`src/rtl/mul_pkg.sv`:
```
// Shared definitions for the product accumulator slice.
//   DEF_DATA_W : default signed product width from the sequential multiplier
//   DEF_ACC_W  : default signed accumulator width (must be >= product width)
//   DEF_CNT_W  : default frame-length counter width
//   state_t    : accumulator FSM states (IDLE, ACCUM, HOLD)
package mul_pkg;

  localparam int DEF_DATA_W = 64;
  localparam int DEF_ACC_W  = 64;
  localparam int DEF_CNT_W  = 8;

  typedef enum logic [1:0] {
    IDLE  = 2'd0,
    ACCUM = 2'd1,
    HOLD  = 2'd2
  } state_t;

endpackage

```
`src/rtl/product_accumulator_if.sv`:
```
// Bus bundle between a product source / sum consumer and product_accumulator.
//
// Handshake rule for both channels (prod_*, sum_*): a transfer happens on a
// rising clk edge where valid and ready are both high. The source holds its
// data stable while valid is high and ready is low; ready may be driven
// without waiting for valid.
//
// Signals:
//   prod_valid, product, len, clear : source -> accumulator
//   prod_ready                      : accumulator -> source
//   sum_valid, sum, ovf, count      : accumulator -> consumer
//   sum_ready                       : consumer -> accumulator
// Modports: master = source/consumer side, slave = accumulator side.
interface product_accumulator_if #(
  parameter int DATA_W = mul_pkg::DEF_DATA_W,
  parameter int ACC_W  = mul_pkg::DEF_ACC_W,
  parameter int CNT_W  = mul_pkg::DEF_CNT_W
);

  logic                     prod_valid;
  logic                     prod_ready;
  logic signed [DATA_W-1:0] product;
  logic        [CNT_W-1:0]  len;
  logic                     clear;
  logic                     sum_valid;
  logic                     sum_ready;
  logic signed [ACC_W-1:0]  sum;
  logic                     ovf;
  logic        [CNT_W-1:0]  count;

  modport master (
    output prod_valid, product, len, clear, sum_ready,
    input  prod_ready, sum_valid, sum, ovf, count
  );

  modport slave (
    input  prod_valid, product, len, clear, sum_ready,
    output prod_ready, sum_valid, sum, ovf, count
  );

endinterface

```
`src/rtl/acc_adder.sv`:
```
// Combinational signed adder for the accumulator.
//   a, b : signed ACC_W operands (b is the sign-extended product)
//   y    : sum, wrapped modulo 2^ACC_W or clamped when SATURATE_EN is defined
//   ovf  : signed overflow of this add (operand signs equal, raw sign differs)
// Build option: `define SATURATE_EN clamps y to the most positive / most
// negative ACC_W value on overflow.
module acc_adder #(
  parameter int ACC_W = mul_pkg::DEF_ACC_W
) (
  input  logic signed [ACC_W-1:0] a,
  input  logic signed [ACC_W-1:0] b,
  output logic signed [ACC_W-1:0] y,
  output logic                    ovf
);

  logic signed [ACC_W-1:0] raw;

  assign raw = a + b;
  assign ovf = (a[ACC_W-1] == b[ACC_W-1]) && (raw[ACC_W-1] != a[ACC_W-1]);

`ifdef SATURATE_EN
  // Overflow direction follows the operand sign: both negative clamps low.
  // Once clamped, further adds in the same direction overflow again and
  // land on the same clamp value.
  always_comb begin
    y = raw;
    if (ovf) begin
      y = a[ACC_W-1] ? {1'b1, {(ACC_W-1){1'b0}}} : {1'b0, {(ACC_W-1){1'b1}}};
    end
  end
`else
  assign y = raw;
`endif

endmodule

```
`src/rtl/product_accumulator.sv`:
```
// Frame accumulator for signed multiplier products.
// Accepts `len` products per frame (len sampled on the first accept, 0 means
// 1), sums them sign-extended into an ACC_W accumulator, then presents the
// sum until the consumer takes it. `clear` aborts the current frame.
// Ports:
//   clk       : clock, all state on rising edge
//   reset     : asynchronous active-low reset
//   bus       : product_accumulator_if.slave (product and sum channels)
//   state_dbg : current FSM state
// Build option: SATURATE_EN (see acc_adder) selects clamping instead of wrap.
module product_accumulator
  import mul_pkg::*;
#(
  parameter int DATA_W = DEF_DATA_W,
  parameter int ACC_W  = DEF_ACC_W,
  parameter int CNT_W  = DEF_CNT_W
) (
  input  logic   clk,
  input  logic   reset,
  product_accumulator_if.slave bus,
  output state_t state_dbg
);

  state_t                  state_q, state_d;
  logic signed [ACC_W-1:0] acc_q, acc_d;
  logic signed [ACC_W-1:0] prod_ext, add_y;
  logic [CNT_W-1:0]        count_q, count_d, count_inc;
  logic [CNT_W-1:0]        len_q, len_d, len_eff;
  logic                    ovf_q, ovf_d, add_ovf, accept;

  // Size cast of a signed operand sign-extends to ACC_W.
  assign prod_ext  = ACC_W'(bus.product);
  assign len_eff   = (bus.len == '0) ? CNT_W'(1) : bus.len;
  assign count_inc = count_q + CNT_W'(1);
  assign accept    = bus.prod_valid && bus.prod_ready;

  acc_adder #(.ACC_W(ACC_W)) u_add (
    .a   (acc_q),
    .b   (prod_ext),
    .y   (add_y),
    .ovf (add_ovf)
  );

  assign bus.prod_ready = (state_q != HOLD);
  assign bus.sum_valid  = (state_q == HOLD);
  assign bus.sum        = acc_q;
  assign bus.ovf        = ovf_q;
  assign bus.count      = count_q;
  assign state_dbg      = state_q;

  always_ff @(posedge clk or negedge reset) begin
    if (!reset) begin
      state_q <= IDLE;
      acc_q   <= '0;
      count_q <= '0;
      len_q   <= '0;
      ovf_q   <= 1'b0;
    end else begin
      state_q <= state_d;
      acc_q   <= acc_d;
      count_q <= count_d;
      len_q   <= len_d;
      ovf_q   <= ovf_d;
    end
  end

  always_comb begin
    state_d = state_q;
    acc_d   = acc_q;
    count_d = count_q;
    len_d   = len_q;
    ovf_d   = ovf_q;
    // clear outranks both the product accept and the sum handoff.
    if (bus.clear) begin
      state_d = IDLE;
      acc_d   = '0;
      count_d = '0;
      ovf_d   = 1'b0;
    end else begin
      unique case (state_q)
        IDLE: begin
          if (accept) begin
            acc_d   = prod_ext;
            count_d = CNT_W'(1);
            len_d   = len_eff;
            ovf_d   = 1'b0;
            state_d = (len_eff == CNT_W'(1)) ? HOLD : ACCUM;
          end
        end
        ACCUM: begin
          if (accept) begin
            acc_d   = add_y;
            count_d = count_inc;
            ovf_d   = ovf_q | add_ovf;
            if (count_inc == len_q) state_d = HOLD;
          end
        end
        HOLD: begin
          if (bus.sum_ready) begin
            state_d = IDLE;
            acc_d   = '0;
            count_d = '0;
            ovf_d   = 1'b0;
          end
        end
        default: state_d = IDLE;
      endcase
    end
  end

endmodule
```
`src/flat_wrapper.sv`:
```
// flat-port wrapper written by rule: the top's interface ports become plain ports
module product_accumulator_flat import mul_pkg::*;
#(
  parameter int DATA_W = DEF_DATA_W,
  parameter int ACC_W  = DEF_ACC_W,
  parameter int CNT_W  = DEF_CNT_W
)
  (clk, reset, state_dbg, bus_prod_valid, bus_product, bus_len, bus_clear, bus_sum_ready, bus_prod_ready, bus_sum_valid, bus_sum, bus_ovf, bus_count);
  product_accumulator_if #(.DATA_W(DATA_W), .ACC_W(ACC_W), .CNT_W(CNT_W)) bus_i ();
  input  logic clk;
  input  logic reset;
  output state_t state_dbg;
  input wire logic [$bits(bus_i.prod_valid)-1:0] bus_prod_valid;
  input wire logic [$bits(bus_i.product)-1:0] bus_product;
  input wire logic [$bits(bus_i.len)-1:0] bus_len;
  input wire logic [$bits(bus_i.clear)-1:0] bus_clear;
  input wire logic [$bits(bus_i.sum_ready)-1:0] bus_sum_ready;
  output wire logic [$bits(bus_i.prod_ready)-1:0] bus_prod_ready;
  output wire logic [$bits(bus_i.sum_valid)-1:0] bus_sum_valid;
  output wire logic [$bits(bus_i.sum)-1:0] bus_sum;
  output wire logic [$bits(bus_i.ovf)-1:0] bus_ovf;
  output wire logic [$bits(bus_i.count)-1:0] bus_count;
  assign bus_i.prod_valid = bus_prod_valid;
  assign bus_i.product = bus_product;
  assign bus_i.len = bus_len;
  assign bus_i.clear = bus_clear;
  assign bus_i.sum_ready = bus_sum_ready;
  assign bus_prod_ready = bus_i.prod_ready;
  assign bus_sum_valid = bus_i.sum_valid;
  assign bus_sum = bus_i.sum;
  assign bus_ovf = bus_i.ovf;
  assign bus_count = bus_i.count;
  product_accumulator #(.DATA_W(DATA_W), .ACC_W(ACC_W), .CNT_W(CNT_W)) u_core (.clk(clk), .reset(reset), .bus(bus_i), .state_dbg(state_dbg));
endmodule
```
`config.mk`:
```
export PLATFORM = sky130hd
export DESIGN_NAME = product_accumulator_flat
export DESIGN_NICKNAME = d
export VERILOG_FILES = /design/src/rtl/mul_pkg.sv /design/src/rtl/product_accumulator_if.sv /design/src/rtl/acc_adder.sv /design/src/rtl/product_accumulator.sv /design/src/flat_wrapper.sv
export SDC_FILE = /design/constraint.sdc
export NUM_CORES = 1
export LEC_CHECK = 0
export BUFFER_PORTS_ARGS = -buffer_cell sky130_fd_sc_hd__buf_4
export CELL_PAD_IN_SITES_DETAIL_PLACEMENT = 2
export CELL_PAD_IN_SITES_GLOBAL_PLACEMENT = 2
export CORE_ASPECT_RATIO = 1.2
export CORE_MARGIN = 10
export CORE_UTILIZATION = 33
export CTS_CLUSTER_SIZE = 10
export DETAILED_ROUTE_END_ITERATION = 7
export PLACE_DENSITY = 0.9
export SKIP_LAST_GASP = 1
export SYNTH_ARGS = -nofsm -noshare
export SYNTH_HDL_FRONTEND = slang
export SYNTH_SLANG_ARGS = --single-unit
```
`constraint.sdc`:
```
create_clock -name clk -period 4.6 [get_ports clk]
set_input_delay 0.46 -clock clk [delete_from_list [all_inputs] [get_ports clk]]
set_output_delay 0.46 -clock clk [all_outputs]
set_load 0.01 [all_outputs]
```
[Word-level counts from Yosys, hierarchy flattened]
Index checks and enable logic that the tools add are counted.
Operators by class
  shifts and indexed selects: 0
  multipliers: 0
  equality and inequality tests: 11
  reduce and logical (&&, ||, !) cells: 8
  $add $sub $neg: 2
  $lt $le $gt $ge: 0
  divide/modulo/power cells: 0
  bitwise gates (word level): 2
  multiplexer cells: 23
Operator list (count)
  2-to-1 mux 64 bit: 4
  one-hot mux 64 bit (3 select lines): 1
  adder 64 bit: 1
  2-to-1 mux 8 bit: 5
  one-hot mux 8 bit (3 select lines): 1
  2-to-1 mux 2 bit: 6
  != test 3 x 2 -> 1 bit (second input constant): 3
  adder 8 x 1 -> 8 bit (second input constant): 1
  equality test 8 x 1 -> 1 bit (second input constant): 1
  equality test 8 bit: 1
  zero test 8 bit: 1
  AND reduction 4 bit: 2
  one-hot mux 2 bit (3 select lines): 1
  2-to-1 mux 1 bit: 4
  nonzero test 4 bit: 1
  != test 3 bit (second input constant): 1
  one-hot mux 1 bit (3 select lines): 1
  AND reduction 3 bit: 1
  equality test 2 x 1 -> 1 bit (second input constant): 1
  equality test 2 bit (second input constant): 1
  logical AND 1 bit: 2
  zero test 2 bit: 1
  != test 2 bit (second input constant): 1
  equality test 1 bit: 1
  other kinds (3): 3
Word-level totals
  memory bits (writable): 0
  latch bits: 0
  output and inout port bits: 77
  memories: 0
  memory bits (read-only): 0
  register bits: 83

[Depth between registers and ports, before layout]
  depth in word-level cells: 7
  gate-level depth with buffers: 13

[By module]
Synthesis repeated with hierarchy kept, for this count alone.
Unflattened totals
  cells, all modules: 930
  area total of the unflattened synthesis: 7905.1 um^2
By module, submodules not included
  product_accumulator: times used 1, area an instance 3965.1 um^2, cells an instance 344, seq. area each 2077.0 um^2
  acc_adder: times used 1, area an instance 3940.0 um^2, cells an instance 586, seq. area each 0.0 um^2

[Worst setup path before layout]
OpenSTA, ideal clock, no wires.
  kind: input to register
  start: input port bus_product[0]
  end: register u_core.acc_q[28] (netlist: u_core.bus.sum[28])
  required time: 4.469 ns
  path buffers: 0
  arrival time: 3.170 ns
  cell stages on the path: 13
  library setup time: 0.131 ns
  setup slack: 1.300 ns
  path through: ha_1 > fa_1 > a21o_1 > a221oi_2 > o21ai_2 > a221oi_2 > o41ai_2 > a221oi_2 > o221ai_2 > a211o_1 > a21oi_2 > xor2_1 > o21ai_1
On the way
  word-level cells in the longest chain between the ends: 4
RTL lines
  from (decl): line flat_wrapper.sv:14  | input wire logic [$bits(bus_i.product)-1:0] bus_product;
  adder 64 bit: line acc_adder.sv:18  | assign raw = a + b;
  2-to-1 mux 64 bit: line product_accumulator.sv:91  | if (accept) begin
  one-hot mux 64 bit (3 select lines): line product_accumulator.sv:80  | unique case (state_q)
  2-to-1 mux 64 bit: line product_accumulator.sv:74  | if (bus.clear) begin
  to (signal assigned): line product_accumulator.sv:54  | acc_q <= '0;
  to (signal assigned): line product_accumulator.sv:60  | acc_q <= acc_d;
  to (decl): line product_accumulator.sv:25  | logic signed [ACC_W-1:0] acc_q, acc_d;
No other way between the ends. The select of a mux whose other input is x is not followed.
A chain may end at the register's enable or synchronous reset.

[Worst setup path after layout]
  start: register u_core.acc_q[0] (netlist: u_core.bus.sum[0])
  end: register u_core.acc_q[62] (netlist: u_core.bus.sum[62])
On the way
  word-level cells in the longest chain between the ends: 4
RTL lines (line)
  adder 64 bit: acc_adder.sv:18
  2-to-1 mux 64 bit: product_accumulator.sv:91
  one-hot mux 64 bit (3 select lines): product_accumulator.sv:80
  2-to-1 mux 64 bit: product_accumulator.sv:74
No other way between the ends. The select of a mux whose other input is x is not followed.

==> flow_metrics.py <==
metrics = {
    "global_routing": {
        "busiest_layer": "met2",
        "use_met3": 0.02541,
        "grt_start_max_net_pins": 75,
        "grt_overflow": 0,
        "grt_pass1_wl_um": 47670,
        "grt_pass1_vias": 8612,
        "met1_usage": 0.2346,
        "grt_use_total": 0.2043,
        "antenna_found_initial": 0,
        "met2_usage": 0.3713,
    },
    "critical_path": {
        "critPathMaxFanout": 5,
        "arrival_ns": 4.14,
        "r2r_start": "u_core.bus.sum[0]",
        "crit_type": "flop to flop",
        "critical_path.startpoint_type": "flop",
        "crit_path_end_kind": "flop",
        "required_ns": 4.84,
        "r2r_slack_ns": 0.70,
        "rr_worst_depth": 13,
        "timing.rr.end": "u_core.bus.sum[62]",
    },
    "synthesis": {
        "yosysUniqueCellTypes": 62,
        "synth_edf_count": 0,
        "avgSynthCellArea_um2": 8.479,
        "yosysWarnings": 0,
        "netlist_area_um2": 7249,
        "ys_seq_area_frac": 0.2865,
        "synthesis.nets": 1000,
        "synthFlopType": "dfrtp_1",
        "ys_ff_latch": 83,
        "synthArstFlopShare": 1.000,
        "syn_inst": 855,
    },
    "clocking": {
        "cts_max_level": 3,
        "cts-resized-gates": 0,
        "cts.sinks": 83,
        "tritoncts": "built",
        "cts_root_buffer": "clkbuf_16",
        "clk_latency_ns": 0.37,
        "cts_buffer_depth": 2,
        "numCtsBuffers": 9,
        "cts_hold_buf": 0,
        "post_cts_buffers": 0,
        "path_clk_slew_ns": 0.08,
    },
    "placed_design": {
        "io_buffers": 153,
        "place_congestion": 0.8839,
        "dpl.hpwl_um": 22480,
        "place_inst": 1251,
        "pre_cts_slack_ns": 0.6360,
    },
    "die": {
        "die_area_um2": 28320,
        "num_rows": 59,
        "start_util": 0.3352,
        "die_y_um": 182.4,
        "io_pins": 154,
        "core_area_um2": 21630,
        "chipWidth_um": 155.3,
    },
    "sta": {
        "max_freq_mhz": 256.3,
        "slew_headroom": 0.4136,
        "setup_viol": 0,
        "worst_slew_pin_slew_ns": 0.8795,
        "holdWs_ns": 0.1160,
        "setup_ws_ns": 0.6991,
        "period_needed_ns": 3.901,
        "skew_ns": 0.01184,
        "hold_viol": 0,
        "rsz0062_at_grt": "false",
        "tns_ns": 0,
        "slew_viol_final": 0,
        "finalCritPeriodShare": 0.8480,
    },
    "layout": {
        "fill_cells": 2450,
        "final_common_cell": "buf_4",
        "fin_cells": 1267,
        "final_cell_mix": "buf_4, o21ai_0, dfrtp_1",
        "drive_gt1_frac": 0.2064,
        "layout.nets": 1133,
        "area_growth_pct": 23.94,
        "diodes": 0,
        "fin_util": 0.4154,
    },
    "detailed_routing": {
        "dr.pass1.iters": 7,
        "ant_nets": 0,
        "via_per_inst": 5.956,
        "drc": 0,
        "first_iter_violations": 400,
        "wl_per_cell_um": 23.14,
        "vias": 7546,
        "wl_um": 29310,
    },
    "job": {
        "maxCapViolations": 0,
    },
    "pwr": {
        "powerDensity_nw_per_um2": 639.4,
        "irDropWorstVdd_v": 0.0002616,
        "p_leak_uw": 0.004235,
    },
    "run_status": {
        "status": "complete, no violations",
    },
    "worst_hold_path": {
        "hold_path_class": "primary input to asynchronous set/reset pin",
    },
}
-- Yosys cell counts (all sizes together), types with 3 or more instances --
master,number,share of area
o21ai,104,0.072
dfrtp,83,0.29
a21oi,67,0.047
ha,67,0.12
nand2,63,0.033
a22oi,57,0.059
nor2,47,0.024
xnor2,41,0.050
a21o,36,0.037
clkbuf,36,0.019
xor2,29,0.035
inv,26,0.013
nand3,16,0.011
nand4,16,0.014
o21bai,15,0.016
nor3,12,0.0083
a211oi,10,0.010
and3,9,0.0079
a31oi,8,0.0069
and2,8,0.0069
mux2,7,0.011
nor2b,7,0.0060
o211ai,7,0.0072
o21a,7,0.0072
a21boi,6,0.0067
o31ai,6,0.0062
a221o,5,0.0069
a221oi,5,0.0086
a31o,5,0.0060
a222oi,4,0.0055
nand2b,4,0.0035
a211o,3,0.0036
nor4,3,0.0026
o311ai,3,0.0036
-- layout make-up --
| class | count | area, µm² | share of cell area |
|---|---|---|---|
| clock buffers | 9 | 225.2 | 0.02507 |
| clock inverters | 7 | 83.83 | 0.009330 |
| inverters | 26 | 97.59 | 0.01086 |
| multi-input cells | 708 | 4957 | 0.5517 |
| flip-flops and latches | 83 | 2077 | 0.2312 |
| well taps | 274 | 342.8 | 0.03816 |
| repair buffers | 160 | 1201 | 0.1337 |
-- through the flow --
| stage | area [µm²] | power [µW] |
|---|---|---|
| final | 8985 | 5745 |
| after global routing | 8985 | 6229 |
| after floorplan | 7249 | 3584 |
| after detailed placement | 8671 | 4925 |
| after global placement | 8671 | 4730 |
| after CTS | 8980 | 5780 |
-- critical path, stage by stage, from the launching register on --
cell and delay [ns]:
dfrtp_1 0.41, ha_1 0.23, fa_1 0.47, a21o_1 0.23, a221oi_2 0.39, nor2_1 0.14
o2111ai_1 0.28, a21oi_1 0.15, a31o_2 0.28, a21oi_1 0.36, a31o_2 0.32, o21ai_0 0.13
xnor2_1 0.14, o21ai_0 0.24
-- logic make-up (layout without fill, tap and decap cells) --
family / Yosys count / after routing / synth area share
muxes: 8 / 8 / 0.01225
adders and majority gates: 68 / 68 / 0.1184
buffers and inverters: 64 / 202 / 0.03383
and+or+nand+nor: 196 / 196 / 0.1284
DFF: 83 / 83 / 0.2865
xor gates and xnor gates: 70 / 70 / 0.08457
AOI/OAI and AO/OA: 366 / 366 / 0.3360
-- metal layers --
layer	up-vias	wire (µm)
met5	-	0
met4	0	885
met3	56	845
met2	173	15490
met1	3825	12090
li1	3492	-
-- how the worst max path moves through the flow --
| stage | end | slack [ns] | cells past startpoint | from |
|---|---|---|---|---|
| after floorplan | u_core.bus.sum[28] | 1.30 | 13 | bus_product[0] |
| after global placement | u_core.bus.sum[28] | 0.80 | 14 | bus_product[0] |
| after detailed placement | u_core.bus.sum[62] | 0.64 | 14 | bus_product[0] |
| after CTS | u_core.bus.sum[62] | 0.73 | 13 | u_core.bus.sum[0] |
| after global routing | u_core.bus.sum[62] | 0.43 | 13 | u_core.bus.sum[0] |
| final | u_core.bus.sum[62] | 0.70 | 13 | u_core.bus.sum[0] |
-- flip-flops by register name (all words and copies together), names as in the netlist --
signal / flops
u_core.bus.ovf: 1
u_core.bus.sum: 64
u_core.len_q: 8
u_core.bus.count: 8
u_core.state_dbg: 2
-- power breakdown --
part | switching, µW | internal, µW
registers | 269 | 994
logic | 2150 | 1520
clock network | 376 | 433
Power figures use the tool's default switching activity.
